### config.mk
export PLATFORM = sky130hd
export DESIGN_NAME = nim_pulse_gen_mc
export DESIGN_NICKNAME = d
export VERILOG_FILES = /design/src/rtl/nim_pulse_pkg.sv /design/src/rtl/nim_pulse_chan.sv /design/src/rtl/nim_pulse_gen_mc.sv
export SDC_FILE = /design/constraint.sdc
export NUM_CORES = 1
export LEC_CHECK = 0
export ABC_CLOCK_PERIOD_IN_PS = 6800
export BUFFER_PORTS_ARGS = -buffer_cell sky130_fd_sc_hd__buf_2
export CORE_MARGIN = 8
export CORE_UTILIZATION = 60
export CTS_CLUSTER_DIAMETER = 50
export CTS_CLUSTER_SIZE = 8
export DETAILED_ROUTE_END_ITERATION = 12
export PLACE_DENSITY = 0.88
export SLEW_MARGIN = 20
export SYNTH_ARGS = -nofsm -noshare
export SYNTH_HDL_FRONTEND = slang
export SYNTH_SLANG_ARGS = --single-unit
export TNS_END_PERCENT = 50
### constraint.sdc
create_clock -name clk -period 6.8 [get_ports clk]
set_clock_uncertainty 0.05 [all_clocks]
set_input_delay 0 -clock clk [delete_from_list [all_inputs] [get_ports clk]]
set_output_delay 0 -clock clk [all_outputs]
set_load 0.01 [all_outputs]
### src/rtl/nim_pulse_pkg.sv
// Shared types and default widths for the multi-channel NIM pulse generator.
package nim_pulse_pkg;

  localparam int N_CH_DEF     = 4;
  localparam int PERIOD_W_DEF = 16;
  localparam int LENGTH_W_DEF = 6;
  localparam int BURST_W_DEF  = 8;

  typedef enum logic [1:0] {
    FREE = 2'd0,
    TRIG = 2'd1,
    GATE = 2'd2,
    RSVD = 2'd3
  } mode_t;

  typedef enum logic [1:0] {
    IDLE  = 2'd0,
    DELAY = 2'd1,
    HIGH  = 2'd2,
    LOW   = 2'd3
  } chan_state_t;

endpackage

### src/rtl/nim_pulse_chan.sv
// One pulse-generator channel: start detection, shadow configuration, delay/period
// counters and the IDLE/DELAY/HIGH/LOW sequencer. State is exported for observation.
import nim_pulse_pkg::*;

module nim_pulse_chan #(
  parameter int PERIOD_W = PERIOD_W_DEF,
  parameter int LENGTH_W = LENGTH_W_DEF,
  parameter int BURST_W  = BURST_W_DEF
) (
  input  logic                clk,
  input  logic                reset_n,
  input  logic                enable,
  input  logic [1:0]          mode,
  input  logic [PERIOD_W-1:0] period,
  input  logic [LENGTH_W-1:0] length,
  input  logic [PERIOD_W-1:0] delay,
  input  logic [BURST_W-1:0]  burst_count,
  input  logic                trigger,
  input  logic                abort,
  output logic                dout,
  output logic                done,
  output chan_state_t         state
);

  localparam logic [PERIOD_W:0]  CNT_ONE   = {{PERIOD_W{1'b0}}, 1'b1};
  localparam logic [BURST_W-1:0] BURST_ONE = {{(BURST_W-1){1'b0}}, 1'b1};

  chan_state_t         state_nxt;
  mode_t               mode_s, mode_nxt;
  logic [PERIOD_W-1:0] period_s, period_nxt;
  logic [PERIOD_W-1:0] delay_s, delay_nxt;
  logic [LENGTH_W-1:0] length_s, length_nxt;
  logic [BURST_W-1:0]  burst_s, burst_nxt;
  logic [PERIOD_W-1:0] cnt, cnt_nxt;
  logic [BURST_W-1:0]  pulse_cnt, pulse_nxt, pulse_inc;
  logic [PERIOD_W:0]   cnt_inc, length_ext;
  logic                trig_q, gate_stop, gate_stop_nxt;
  logic                start, done_nxt;

  always_comb begin
    state_nxt     = state;
    mode_nxt      = mode_s;
    period_nxt    = period_s;
    delay_nxt     = delay_s;
    length_nxt    = length_s;
    burst_nxt     = burst_s;
    cnt_nxt       = cnt;
    pulse_nxt     = pulse_cnt;
    done_nxt      = 1'b0;
    start         = 1'b0;
    cnt_inc       = {1'b0, cnt} + CNT_ONE;
    pulse_inc     = pulse_cnt + BURST_ONE;
    length_ext    = {{(PERIOD_W + 1 - LENGTH_W){1'b0}}, length_s};
    // A gated run remembers any low trigger so the current period still completes.
    gate_stop_nxt = gate_stop | ((mode_s == GATE) & ~trigger);

    case (mode_t'(mode))
      FREE:    start = 1'b1;
      TRIG:    start = trigger & ~trig_q;
      GATE:    start = trigger;
      default: start = 1'b0;
    endcase

    if (!enable || abort) begin
      state_nxt = IDLE;
      cnt_nxt   = '0;
      pulse_nxt = '0;
    end else begin
      case (state)
        IDLE: begin
          gate_stop_nxt = 1'b0;
          if (start) begin
            mode_nxt   = mode_t'(mode);
            period_nxt = period;
            delay_nxt  = delay;
            length_nxt = length;
            burst_nxt  = burst_count;
            cnt_nxt    = '0;
            pulse_nxt  = '0;
            if (delay != '0)       state_nxt = DELAY;
            else if (length != '0) state_nxt = HIGH;
            else                   state_nxt = LOW;
          end
        end
        DELAY: begin
          if (cnt_inc == {1'b0, delay_s}) begin
            cnt_nxt   = '0;
            state_nxt = (length_s != '0) ? HIGH : LOW;
          end else begin
            cnt_nxt = cnt_inc[PERIOD_W-1:0];
          end
        end
        HIGH, LOW: begin
          if (cnt == period_s) begin
            cnt_nxt   = '0;
            pulse_nxt = pulse_inc;
            if ((burst_s != '0) && (pulse_inc == burst_s)) begin
              state_nxt = IDLE;
              done_nxt  = (mode_s != GATE);
            end else if ((mode_s == GATE) && gate_stop_nxt) begin
              state_nxt = IDLE;
            end else begin
              state_nxt = (length_s != '0) ? HIGH : LOW;
            end
          end else begin
            cnt_nxt = cnt_inc[PERIOD_W-1:0];
            if ((state == HIGH) && (cnt_inc == length_ext)) state_nxt = LOW;
          end
        end
        default: state_nxt = IDLE;
      endcase
    end
  end

  always_ff @(posedge clk or negedge reset_n) begin
    if (!reset_n) begin
      state     <= IDLE;
      mode_s    <= FREE;
      period_s  <= '0;
      delay_s   <= '0;
      length_s  <= '0;
      burst_s   <= '0;
      cnt       <= '0;
      pulse_cnt <= '0;
      trig_q    <= 1'b0;
      gate_stop <= 1'b0;
      dout      <= 1'b0;
      done      <= 1'b0;
    end else begin
      state     <= state_nxt;
      mode_s    <= mode_nxt;
      period_s  <= period_nxt;
      delay_s   <= delay_nxt;
      length_s  <= length_nxt;
      burst_s   <= burst_nxt;
      cnt       <= cnt_nxt;
      pulse_cnt <= pulse_nxt;
      trig_q    <= trigger;
      gate_stop <= gate_stop_nxt;
      dout      <= (state_nxt == HIGH);
      done      <= done_nxt;
    end
  end

endmodule

### src/rtl/nim_pulse_gen_mc.sv
// Multi-channel NIM pulse generator: N_CH independent channels on flattened
// per-channel configuration buses.
import nim_pulse_pkg::*;

module nim_pulse_gen_mc #(
  parameter int N_CH     = N_CH_DEF,
  parameter int PERIOD_W = PERIOD_W_DEF,
  parameter int LENGTH_W = LENGTH_W_DEF,
  parameter int BURST_W  = BURST_W_DEF
) (
  input  logic                       clk,
  input  logic                       reset_n,
  input  logic [N_CH-1:0]            enable,
  input  logic [2*N_CH-1:0]          mode,
  input  logic [N_CH*PERIOD_W-1:0]   period,
  input  logic [N_CH*LENGTH_W-1:0]   length,
  input  logic [N_CH*PERIOD_W-1:0]   delay,
  input  logic [N_CH*BURST_W-1:0]    burst_count,
  input  logic [N_CH-1:0]            trigger,
  input  logic [N_CH-1:0]            abort,
  output logic [N_CH-1:0]            dout,
  output logic [N_CH-1:0]            busy,
  output logic [N_CH-1:0]            done
);

  for (genvar i = 0; i < N_CH; i++) begin : g_ch
    chan_state_t ch_state;

    nim_pulse_chan #(
      .PERIOD_W (PERIOD_W),
      .LENGTH_W (LENGTH_W),
      .BURST_W  (BURST_W)
    ) u_chan (
      .clk         (clk),
      .reset_n     (reset_n),
      .enable      (enable[i]),
      .mode        (mode[2*i +: 2]),
      .period      (period[i*PERIOD_W +: PERIOD_W]),
      .length      (length[i*LENGTH_W +: LENGTH_W]),
      .delay       (delay[i*PERIOD_W +: PERIOD_W]),
      .burst_count (burst_count[i*BURST_W +: BURST_W]),
      .trigger     (trigger[i]),
      .abort       (abort[i]),
      .dout        (dout[i]),
      .done        (done[i]),
      .state       (ch_state)
    );

    assign busy[i] = (ch_state != IDLE);
  end

endmodule

==> results.tsv, run 1 <==
stage	metric	value	unit
final_layout	nNetsFinal	2503	
worst_hold_path	hold_depth	2	
sta	fmax	246.8	MHz
worst_setup_path	start_kind	flip-flop	
synthesis	synthesis.nets	2160	
synthesis	synth_common_cells	312 x dfrtp_1, 194 x mux2_2, 124 x xnor2_1, 118 x nand2_1, 105 x nor2_1	
synthesis	syn_avg_cell_area	9.745	um2
worst_setup_path	crit_fanout	12	
drt	vias	18150	
synthesis	syn_inst	1946	
cts	cts_root_buf	clkbuf_16	
cts	cts_max_level	2	
place	io_buffers	217	
power_and_ir_drop	p_per_area	257.7	mW/mm2
place	place.gp.congestion	0.9840	
cts	clk_pin_slew_worst_paths	50	ps
floorplan	core	0.03131	mm2
drt	drt_pass1_iterations	6	
final_layout	area_growth	24.27	%
drt	drt_wl_total	63050	um
worst_hold_path	hp-start	trigger[3]	
floorplan	rows	65	
synthesis	synth_top_area_share	41.17	%
worst_setup_path	worstSetupEndpointType	flip-flop	
worst_setup_path	timing.rr.end	g_ch[1].u_chan.cnt[0]	
drt	antenna_left	0	
power_and_ir_drop	power_leakage	9.957	nW
sta	fin_crit_sh	59.59	%
worst_hold_path	min_to	g_ch[3].u_chan.trig_q	
worst_setup_path	reg2reg_slack	2750	ps
synthesis	synth.largest_area_cell	dfrtp_1	
worst_setup_path	worst_r2r_startpoint	g_ch[1].u_chan.cnt[0]	
cts	worstSkewPairLatency	570	ps
sta	finalMaxSlewViolations	0	
synthesis	synth_warnings	0	
cts	clock-sinks	312	
synthesis	ys_seq_area_share	41.17	%
sta	worst_slew_pin_slew	1109	ps
drt	drtIter0Drc	2056	
sta	holdWs	50.35	ps
outcome	status	complete, no violations	
global_route	track_usage	32.61	%
worst_setup_path	cp.arrival	4460	ps
synthesis	yosysMostFrequentCell	dfrtp_1	
drt	drc	0	
synthesis	ys.flop_type	dfrtp_1	
synthesis	synth_area_leaders	dfrtp_1 41%, mux2_2 12%, xnor2_1 5.7%	
final_layout	fillers	1928	
drt	via_per_inst	6.683	
global_route	grt_pass1_vias	18470	
synthesis	ys_ff_latch	312	
floorplan	fp.dieW	193.8	um
cts	ctsResizeCount	0	
synthesis	syn_area	0.01896	mm2
cts	cts_tree	yes	
global_route	antenna_found_initial	12	
worst_setup_path	critPathRequiredTime	7210	ps
worst_setup_path	rr_worst_depth	9	
final_layout	drive_gt1_share	22.64	%
sta	relSlewSlack	25.58	%
global_route	grt_pass1_wl	99820	um
synthesis	synthDistinctLibCells	88	
worst_hold_path	hold_class	input pin to flip-flop	
floorplan	die_h	193.8	um
sta	timing.setup.tns	0	ps
sta	hold_viol_final	0	
global_route	grt_max_degree	180	
sta	period_minus_slack	4052	ps
sta	rsz0062_at_grt	false	
floorplan	initial_core_util	60.57	%
power_and_ir_drop	irDropWorstVdd	0.2694	mV
drt	wire_per_inst	23.21	um
synthesis	synth-edff-count	0	
floorplan	io-pin-count	218	
sta	setup_viol	0	
worst_setup_path	setup.worst_path.class	flip-flop to flip-flop	
floorplan	die_area	0.03755	mm2
cts	numCtsBuffers	49	
global_route	grt_overflow_total	0	
cts	clock_path_buffers	3	
place	hpwl	37140	um
synthesis	ys_async_sr_fraction	100.0	%
job	max_cap_violations	0	
-- worst max-delay path: stages, from the launching register on --
cell	delay [ps]
dfrtp_1	530
ha_1	530
nand3_1	250
xor2_1	310
xnor2_1	90
or3_1	320
nor4_1	700
nand2_1	400
a21o_1	420
mux2_2	320
-- what timing repair did --
item | in CTS | in global routing
endpoints found under the hold margin | 394 | 0
hold buffers | 210 | 0
setup buffers | 0 | 0
-- cells by family (layout without fill, tap and decap cells) --
logic type	after synthesis	in the layout	synth area share, %
flops	312	312	41.17
mux	201	201	11.89
simple gates	655	655	18.87
xor+xnor	203	203	9.738
buf+inv	180	535	4.236
compound gates	387	387	13.57
other cells	0	13	0
fa+ha+maj	8	8	0.5278
-- layout make-up --
cell class / instances / area, um2 / share of cell area, %
Multi-Input combinational cell: 1454 / 10410 / 44.16
Sequential cell: 312 / 7807 / 33.13
Timing Repair Buffer: 432 / 3269 / 13.87
Clock buffer: 55 / 1310 / 5.559
Tap cell: 402 / 503.0 / 2.134
Inverter: 40 / 150.1 / 0.6371
Clock inverter: 8 / 87.58 / 0.3716
Antenna cell: 13 / 32.53 / 0.1380
-- flip-flops by register name, indices dropped and copies added, names as in the netlist --
| register | cells |
|---|---|
| g_ch.u_chan.cnt | 64 |
| g_ch.u_chan.delay_s | 64 |
| g_ch.u_chan.period_s | 64 |
| g_ch.u_chan.burst_s | 32 |
| g_ch.u_chan.pulse_cnt | 32 |
| g_ch.u_chan.length_s | 24 |
| g_ch.u_chan.mode_s | 8 |
| g_ch.u_chan.state | 8 |
| g_ch.u_chan.done | 4 |
| g_ch.u_chan.dout | 4 |
| g_ch.u_chan.gate_stop | 4 |
| g_ch.u_chan.trig_q | 4 |
-- how the worst max path moves through the flow --
stage                     slack (ps)                   from                endpoint  cells past startpoint
after floorplan                 3790  g_ch[2].u_chan.cnt[1]   g_ch[2].u_chan.cnt[4]                     11
after global placement          2990  g_ch[2].u_chan.cnt[4]   g_ch[2].u_chan.cnt[8]                      7
after detailed placement        3010  g_ch[2].u_chan.cnt[6]   g_ch[2].u_chan.cnt[8]                      8
after CTS                       2960  g_ch[2].u_chan.cnt[6]   g_ch[2].u_chan.cnt[8]                      8
after global routing            2540  g_ch[3].u_chan.cnt[0]  g_ch[3].u_chan.cnt[10]                      8
final                           2750  g_ch[1].u_chan.cnt[0]   g_ch[1].u_chan.cnt[0]                      9
-- metrics by stage --
step	worst slack, ps	instance area [um2]	utilization [%]	power, mW	std cells
3_3_place_gp	2985	19980	63.80	3.556	2430
6_report	2748	23570	75.27	6.073	2716
3_5_place_dp	3007	19980	63.82	3.618	2430
4_1_cts	2962	23500	75.06	5.945	2703
5_1_grt	2535	23570	75.26	6.272	2715
2_1_floorplan	3793	18960	-	3.241	1946
-- per-layer routing --
layer | vias to the layer above | global-route usage (%) | routed length (um)
met2 | 1261 | 55.40 | 30720
li1 | 7841 | - | -
met5 | - | 0 | 0
met3 | 375 | 6.439 | 5238
met4 | 0 | 21.29 | 4259
met1 | 8673 | 37.23 | 22830
-- placed cells by master, fill, tap and decap left out, drive strengths merged, types with 40 or more instances in the layout --
master,netlist,routed
dfrtp,312,312
o21ai,107,107
nand3,68,68
clkbuf,74,55
inv,40,40
xor2,74,74
nor4,71,71
nor2,106,106
dlygate4sd3,0,209
buf,66,223
nor3,49,49
nand2,119,119
a21oi,54,54
xnor2,124,124
a31oi,41,41
nand4,55,55
mux2,194,194
-- power breakdown --
| group | switching, mW | internal, mW |
|---|---|---|
| sequential | 0.367 | 2.20 |
| combinational | 0.564 | 0.691 |
| clock | 0.874 | 1.38 |
No activity file was read; power rests on OpenSTA's default activity.
==> run 2: changes to the inputs <==
--- a/config.mk
+++ b/config.mk
@@ -5,7 +5,7 @@
 export SDC_FILE = /design/constraint.sdc
 export NUM_CORES = 1
 export LEC_CHECK = 0
-export ABC_CLOCK_PERIOD_IN_PS = 6800
+export ABC_CLOCK_PERIOD_IN_PS = 4000
 export BUFFER_PORTS_ARGS = -buffer_cell sky130_fd_sc_hd__buf_2
 export CORE_MARGIN = 8
 export CORE_UTILIZATION = 60
==> constraint.sdc (replaced) <==
create_clock -name clk -period 4 [get_ports clk]
set_clock_uncertainty 0.05 [all_clocks]
set_input_delay 0 -clock clk [delete_from_list [all_inputs] [get_ports clk]]
set_output_delay 0 -clock clk [all_outputs]
set_load 0.01 [all_outputs]
==> run 2 against run 1 <==
Against the previous run: clock-buffer cell count decreased by 3; core utilization increased by 0.12 points; wire length about the same; sequential share of layout area decreased by 0.054 points; worst setup slack got worse by 2500 ps; total power increased by 67%; critical endpoint is now g_ch[2].u_chan.cnt[8].
==> results.tsv, run 2 (synthesis results as in run 1) <==
stage	metric	value	unit
floorplan	die_h	193.8	um
global_route	grt_pass1_wl	100600	um
floorplan	io-pin-count	218	
sta	worst_slew_pin_slew	1028	ps
power_and_ir_drop	p_per_area	429.5	mW/mm2
drt	drc	0	
power_and_ir_drop	p_int	7.124	mW
sta	relSlewSlack	30.73	%
final_layout	area_growth	24.48	%
global_route	grt_overflow_total	0	
power_and_ir_drop	combPwrFrac	21.1	%
drt	via_per_inst	6.604	
cts	ctsResizeCount	0	
power_and_ir_drop	power.total	10.14	mW
drt	vias	18020	
power_and_ir_drop	power_leakage	10.05	nW
cts	clock_path_buffers	3	
floorplan	fp.dieW	193.8	um
global_route	antenna_found_initial	7	
sta	holdWs	7.159	ps
global_route	grt_pass1_vias	18550	
cts	clock-sinks	312	
place	io_buffers	217	
cts	cts_tree	yes	
cts	numCtsBuffers	46	
final_layout	reg_top3	g_ch.u_chan.cnt (64), g_ch.u_chan.delay_s (64), g_ch.u_chan.period_s (64)	
sta	hold_viol_final	0	
worst_setup_path	start_kind	flip-flop	
worst_setup_path	setup.worst_path.class	flip-flop to flip-flop	
power_and_ir_drop	p_seq_share	42.9	%
outcome	status	complete, no violations	
sta	fmax	268.4	MHz
place	place_inst	2459	
sta	setup_viol	0	
worst_setup_path	worstSetupEndpointType	flip-flop	
floorplan	initial_core_util	60.57	%
final_layout	drive_gt1_share	23.28	%
worst_setup_path	cp.arrival	4080	ps
power_and_ir_drop	clkPwrFrac	36.0	%
drt	wire_per_inst	23.10	um
job	max_cap_violations	0	
floorplan	die_area	0.03755	mm2
power_and_ir_drop	switchingPower	3.014	mW
worst_setup_path	crit_fanout	17	
floorplan	core	0.03131	mm2
final_layout	final_cell_mix	312 x dfrtp_1, 216 x buf_2, 207 x dlygate4sd3_1, 194 x mux2_2, 124 x xnor2_1	
worst_hold_path	hold_class	input pin to async pin	
drt	drt_pass1_iterations	6	
drt	antenna_left	0	
cts	clk_pin_slew_worst_paths	50	ps
final_layout	nNetsFinal	2526	
sta	finalMaxSlewViolations	0	
global_route	track_usage	32.78	%
power_and_ir_drop	switching_share	29.73	%
place	hpwl	36980	um
place	place.gp.congestion	0.9625	
cts	worstSkewPairLatency	550	ps
final_layout	stdcell_count	2729	
global_route	grt_max_degree	106	
sta	period_minus_slack	3725	ps
drt	drt_wl_total	63050	um
sta	fin_crit_sh	93.13	%
final_layout	final_util	75.39	%
worst_setup_path	critPathRequiredTime	4360	ps
sta	rsz0062_at_grt	false	
floorplan	rows	65	
cts	cts_root_buf	clkbuf_16	
drt	drtIter0Drc	1890	
final_layout	final_common_cell	dfrtp_1	
sta	timing.setup.tns	0	ps
cts	cts_max_level	2	
power_and_ir_drop	irDropWorstVdd	0.4205	mV
run 2: worst paths after layout:
check                                    startpoint                           to  slack, ps  cells past startpoint
setup / recovery              g_ch[2].u_chan.cnt[1]        g_ch[2].u_chan.cnt[8]        270                      9
hold / removal                              reset_n        g_ch[0].u_chan.cnt[0]          7                      2
setup reg to reg              g_ch[2].u_chan.cnt[1]        g_ch[2].u_chan.cnt[8]        270                      9
hold reg to reg            g_ch[3].u_chan.gate_stop     g_ch[3].u_chan.gate_stop        450                      2
max in group asynchronous                   reset_n     g_ch[1].u_chan.mode_s[0]       2690                      3
min in group clk                          enable[1]  g_ch[1].u_chan.pulse_cnt[7]         60                      3
run 2: worst max-delay path: stages (launching register included):
cell and delay, ps:
dfrtp_1 490, ha_1 400, nand3_1 380, nor3_1 510, o32ai_1 130, nor4_1 300
nand4_1 190, or3_1 700, a41oi_1 340, o31ai_1 100
run 2: power groups by stage:
stage               sequential [mW]  combinational [mW]  clock [mW]
floorplan                      4.12                1.39           0
global placement               4.28                1.74           0
detailed placement             4.32                1.83           0
CTS                            4.28                2.01        3.63
global route                   4.39                2.29        3.80
finish                         4.35                2.14        3.65
run 2: repair_timing:
action / in CTS / in global routing
hold buffers: 207 / 0
buffers inserted: 0 / 0
endpoints found under the hold margin: 323 / 0
run 2: final cells by class:
type	instances	area, um2
multi-input cells	1454	10380
clock buffers	52	1235
diodes	7	17.52
inverters	40	150.1
clock inverters	4	63.81
repair buffers	458	3448
fillers	1955	7705
flip-flops and latches	312	7807
well taps	402	503.0
run 2: metal layers:
metal	share of wire [%]	wire length, um	vias to the layer above	track usage, %
li1	-	-	7855	-
met1	36	22880	8601	37.66
met2	49	30750	1226	55.70
met3	8.2	5196	339	6.768
met4	6.7	4219	0	20.15
met5	0	0	-	0.6596
run 2: per-stage QoR:
step	worst slack, ps	cell area (um2)
final	274.7	23610
after global routing	88.99	23610
after CTS	349.2	23580
after detailed placement	365.1	20210
after global placement	569.7	20210
after floorplan	993.3	18960
==> run 3: changes to the inputs <==
--- a/config.mk
+++ b/config.mk
@@ -12,7 +12,7 @@
 export CTS_CLUSTER_DIAMETER = 50
 export CTS_CLUSTER_SIZE = 8
 export DETAILED_ROUTE_END_ITERATION = 12
-export PLACE_DENSITY = 0.88
+export PLACE_DENSITY = 0.9
 export SLEW_MARGIN = 20
 export SYNTH_ARGS = -nofsm -noshare
 export SYNTH_HDL_FRONTEND = slang
==> run 3 against run 2 <==
Against the previous run: total power rose by 0.69%; critical endpoint is now g_ch[2].u_chan.dout; design area did not move; largest cell class unchanged; final cell count barely moved; clock power rose by 1%; clock-buffer cell count rose by 4.
==> results.tsv, run 3 (synthesis results as in run 1) <==
stage	metric	value	unit
outcome	status	complete, no violations	
cts	numCtsBuffers	47	
final_layout	nNetsFinal	2525	
drt	via_per_inst	6.667	
cts	cts_root_buf	clkbuf_16	
worst_setup_path	start_kind	flip-flop	
global_route	grt_pass1_vias	18920	
worst_setup_path	crit_family	compound AO/OA/AOI/OAI gates	
sta	fin_crit_sh	95.13	%
drt	drtIter0Drc	2188	
sta	holdWs	38.96	ps
drt	drc	0	
worst_hold_path	hp-start	enable[0]	
worst_hold_path	min_to	g_ch[0].u_chan.cnt[1]	
floorplan	die_h	193.8	um
power_and_ir_drop	power_leakage	10.04	nW
worst_setup_path	cpPeakStageDelay	600	ps
final_layout	final_common_cell	dfrtp_1	
cts	clock_path_buffers	3	
sta	rsz0062_at_grt	false	
drt	vias	18200	
global_route	grt_overflow_total	0	
global_route	grt_max_degree	125	
final_layout	reg_top3	g_ch.u_chan.cnt (64), g_ch.u_chan.delay_s (64), g_ch.u_chan.period_s (64)	
sta	relSlewSlack	35.56	%
global_route	grt_pass1_wl	103100	um
job	max_cap_violations	0	
final_layout	final_cell_mix	312 x dfrtp_1, 216 x buf_2, 208 x dlygate4sd3_1, 194 x mux2_2, 124 x xnor2_1	
drt	antenna_left	0	
drt	drt_pass1_iterations	6	
floorplan	rows	65	
worst_setup_path	worstSetupEndpointType	flip-flop	
floorplan	die_area	0.03755	mm2
worst_hold_path	hold_class	input pin to flip-flop	
global_route	track_usage	33.52	%
floorplan	core	0.03131	mm2
worst_setup_path	reg2reg_slack	190	ps
cts	clk_pin_slew_worst_paths	60	ps
worst_setup_path	setup.worst_path.class	flip-flop to flip-flop	
worst_setup_path	cp_slowest_cell	a2111oi_0	
worst_setup_path	worst_r2r_startpoint	g_ch[2].u_chan.cnt[0]	
floorplan	initial_core_util	60.57	%
worst_setup_path	critPathRequiredTime	4400	ps
cts	clock-sinks	312	
sta	hold_viol_final	0	
cts	cts_tree	yes	
power_and_ir_drop	power.total	10.21	mW
sta	worst_slew_pin_slew	966.5	ps
place	place.gp.congestion	0.9562	
worst_setup_path	crit_fanout	11	
worst_hold_path	hold_depth	6	
drt	wire_per_inst	23.58	um
worst_setup_path	timing.rr.end	g_ch[2].u_chan.dout	
final_layout	final_util	75.39	%
global_route	antenna_found_initial	6	
sta	period_minus_slack	3805	ps
power_and_ir_drop	irDropWorstVdd	0.3957	mV
sta	timing.setup.tns	0	ps
final_layout	drive_gt1_share	23.31	%
worst_setup_path	crit_chain	ha_1 > nand3_1 > o31ai_2 > o21ai_0 > nor4_1 > a31oi_1 > a2111oi_0 > o21a_1 > nor2b_1	
power_and_ir_drop	p_per_area	432.5	mW/mm2
worst_setup_path	critPathBufInv	0	
cts	post_cts_buffers	0	
place	io_buffers	217	
cts	cts_max_level	2	
sta	finalMaxSlewViolations	0	
final_layout	area_growth	24.48	%
floorplan	fp.dieW	193.8	um
worst_setup_path	cp.arrival	4210	ps
floorplan	io-pin-count	218	
place	hpwl	37300	um
worst_setup_path	rr_worst_depth	9	
cts	worstSkewPairLatency	580	ps
sta	fmax	262.8	MHz
drt	drt_wl_total	64370	um
sta	setup_viol	0	
==> run 3: tightest hold or removal path: stages <==
cell and delay, ps:
buf_2 100, nand2b_1 120, nor3_1 70, buf_4 180, nand2_1 70, o21ai_0 70
==> run 3: power by group <==
| part | internal, mW | total [mW] | leakage, nW | switching [mW] |
|---|---|---|---|---|
| clock network | 2.21 | 3.69 | 0.641 | 1.48 |
| logic | 1.18 | 2.15 | 5.46 | 0.972 |
| registers | 3.74 | 4.37 | 3.94 | 0.638 |
| total | 7.12 | 10.2 | 10.0 | 3.09 |
==> run 3: per-layer routing <==
metal / vias up / share of wire (%) / global-route usage [%]
met5: - / 0.043 / 0.6596
met4: 2 / 6.6 / 20.30
met3: 406 / 9.2 / 7.914
met2: 1330 / 48 / 56.04
met1: 8619 / 36 / 38.77
li1: 7844 / - / -
==> run 3: what timing repair did <==
| item | CTS | global route |
|---|---|---|
| hold endpoints to repair | 350 | 0 |
| gates resized for setup | 0 | 2 |
| setup endpoints to repair | 0 | 12 |
| hold buffers | 208 | 0 |
==> run 3: stage by stage <==
step | std cells | area [um2] | setup slack, ps
6_report | 2730 | 23610 | 194.8
5_1_grt | 2729 | 23600 | 18.98
4_1_cts | 2723 | 23570 | 191.9
3_5_place_dp | 2456 | 20190 | 203.8
3_3_place_gp | 2456 | 20190 | 401.0
2_1_floorplan | 1946 | 18960 | 993.3
==> run 3: area by class of cell <==
type,count,area [um2]
Sequential cell,312,7807
Multi-Input combinational cell,1454,10390
Inverter,40,150.1
Clock inverter,3,21.27
Timing Repair Buffer,456,3436
Fill cell,1854,7705
Clock buffer,56,1280
Antenna cell,7,17.52
Tap cell,402,503.0
==> run 3: worst max path at each step <==
stage                                 end  cells after the start             startpoint  slack [ps]
floorplan           g_ch[2].u_chan.cnt[4]                     11  g_ch[2].u_chan.cnt[1]         990
global placement    g_ch[2].u_chan.cnt[8]                      9  g_ch[2].u_chan.cnt[0]         400
detailed placement  g_ch[2].u_chan.cnt[8]                      9  g_ch[2].u_chan.cnt[0]         200
CTS                 g_ch[2].u_chan.cnt[8]                      9  g_ch[2].u_chan.cnt[0]         190
global route          g_ch[2].u_chan.dout                      9  g_ch[2].u_chan.cnt[0]          20
finish                g_ch[2].u_chan.dout                      9  g_ch[2].u_chan.cnt[0]         190
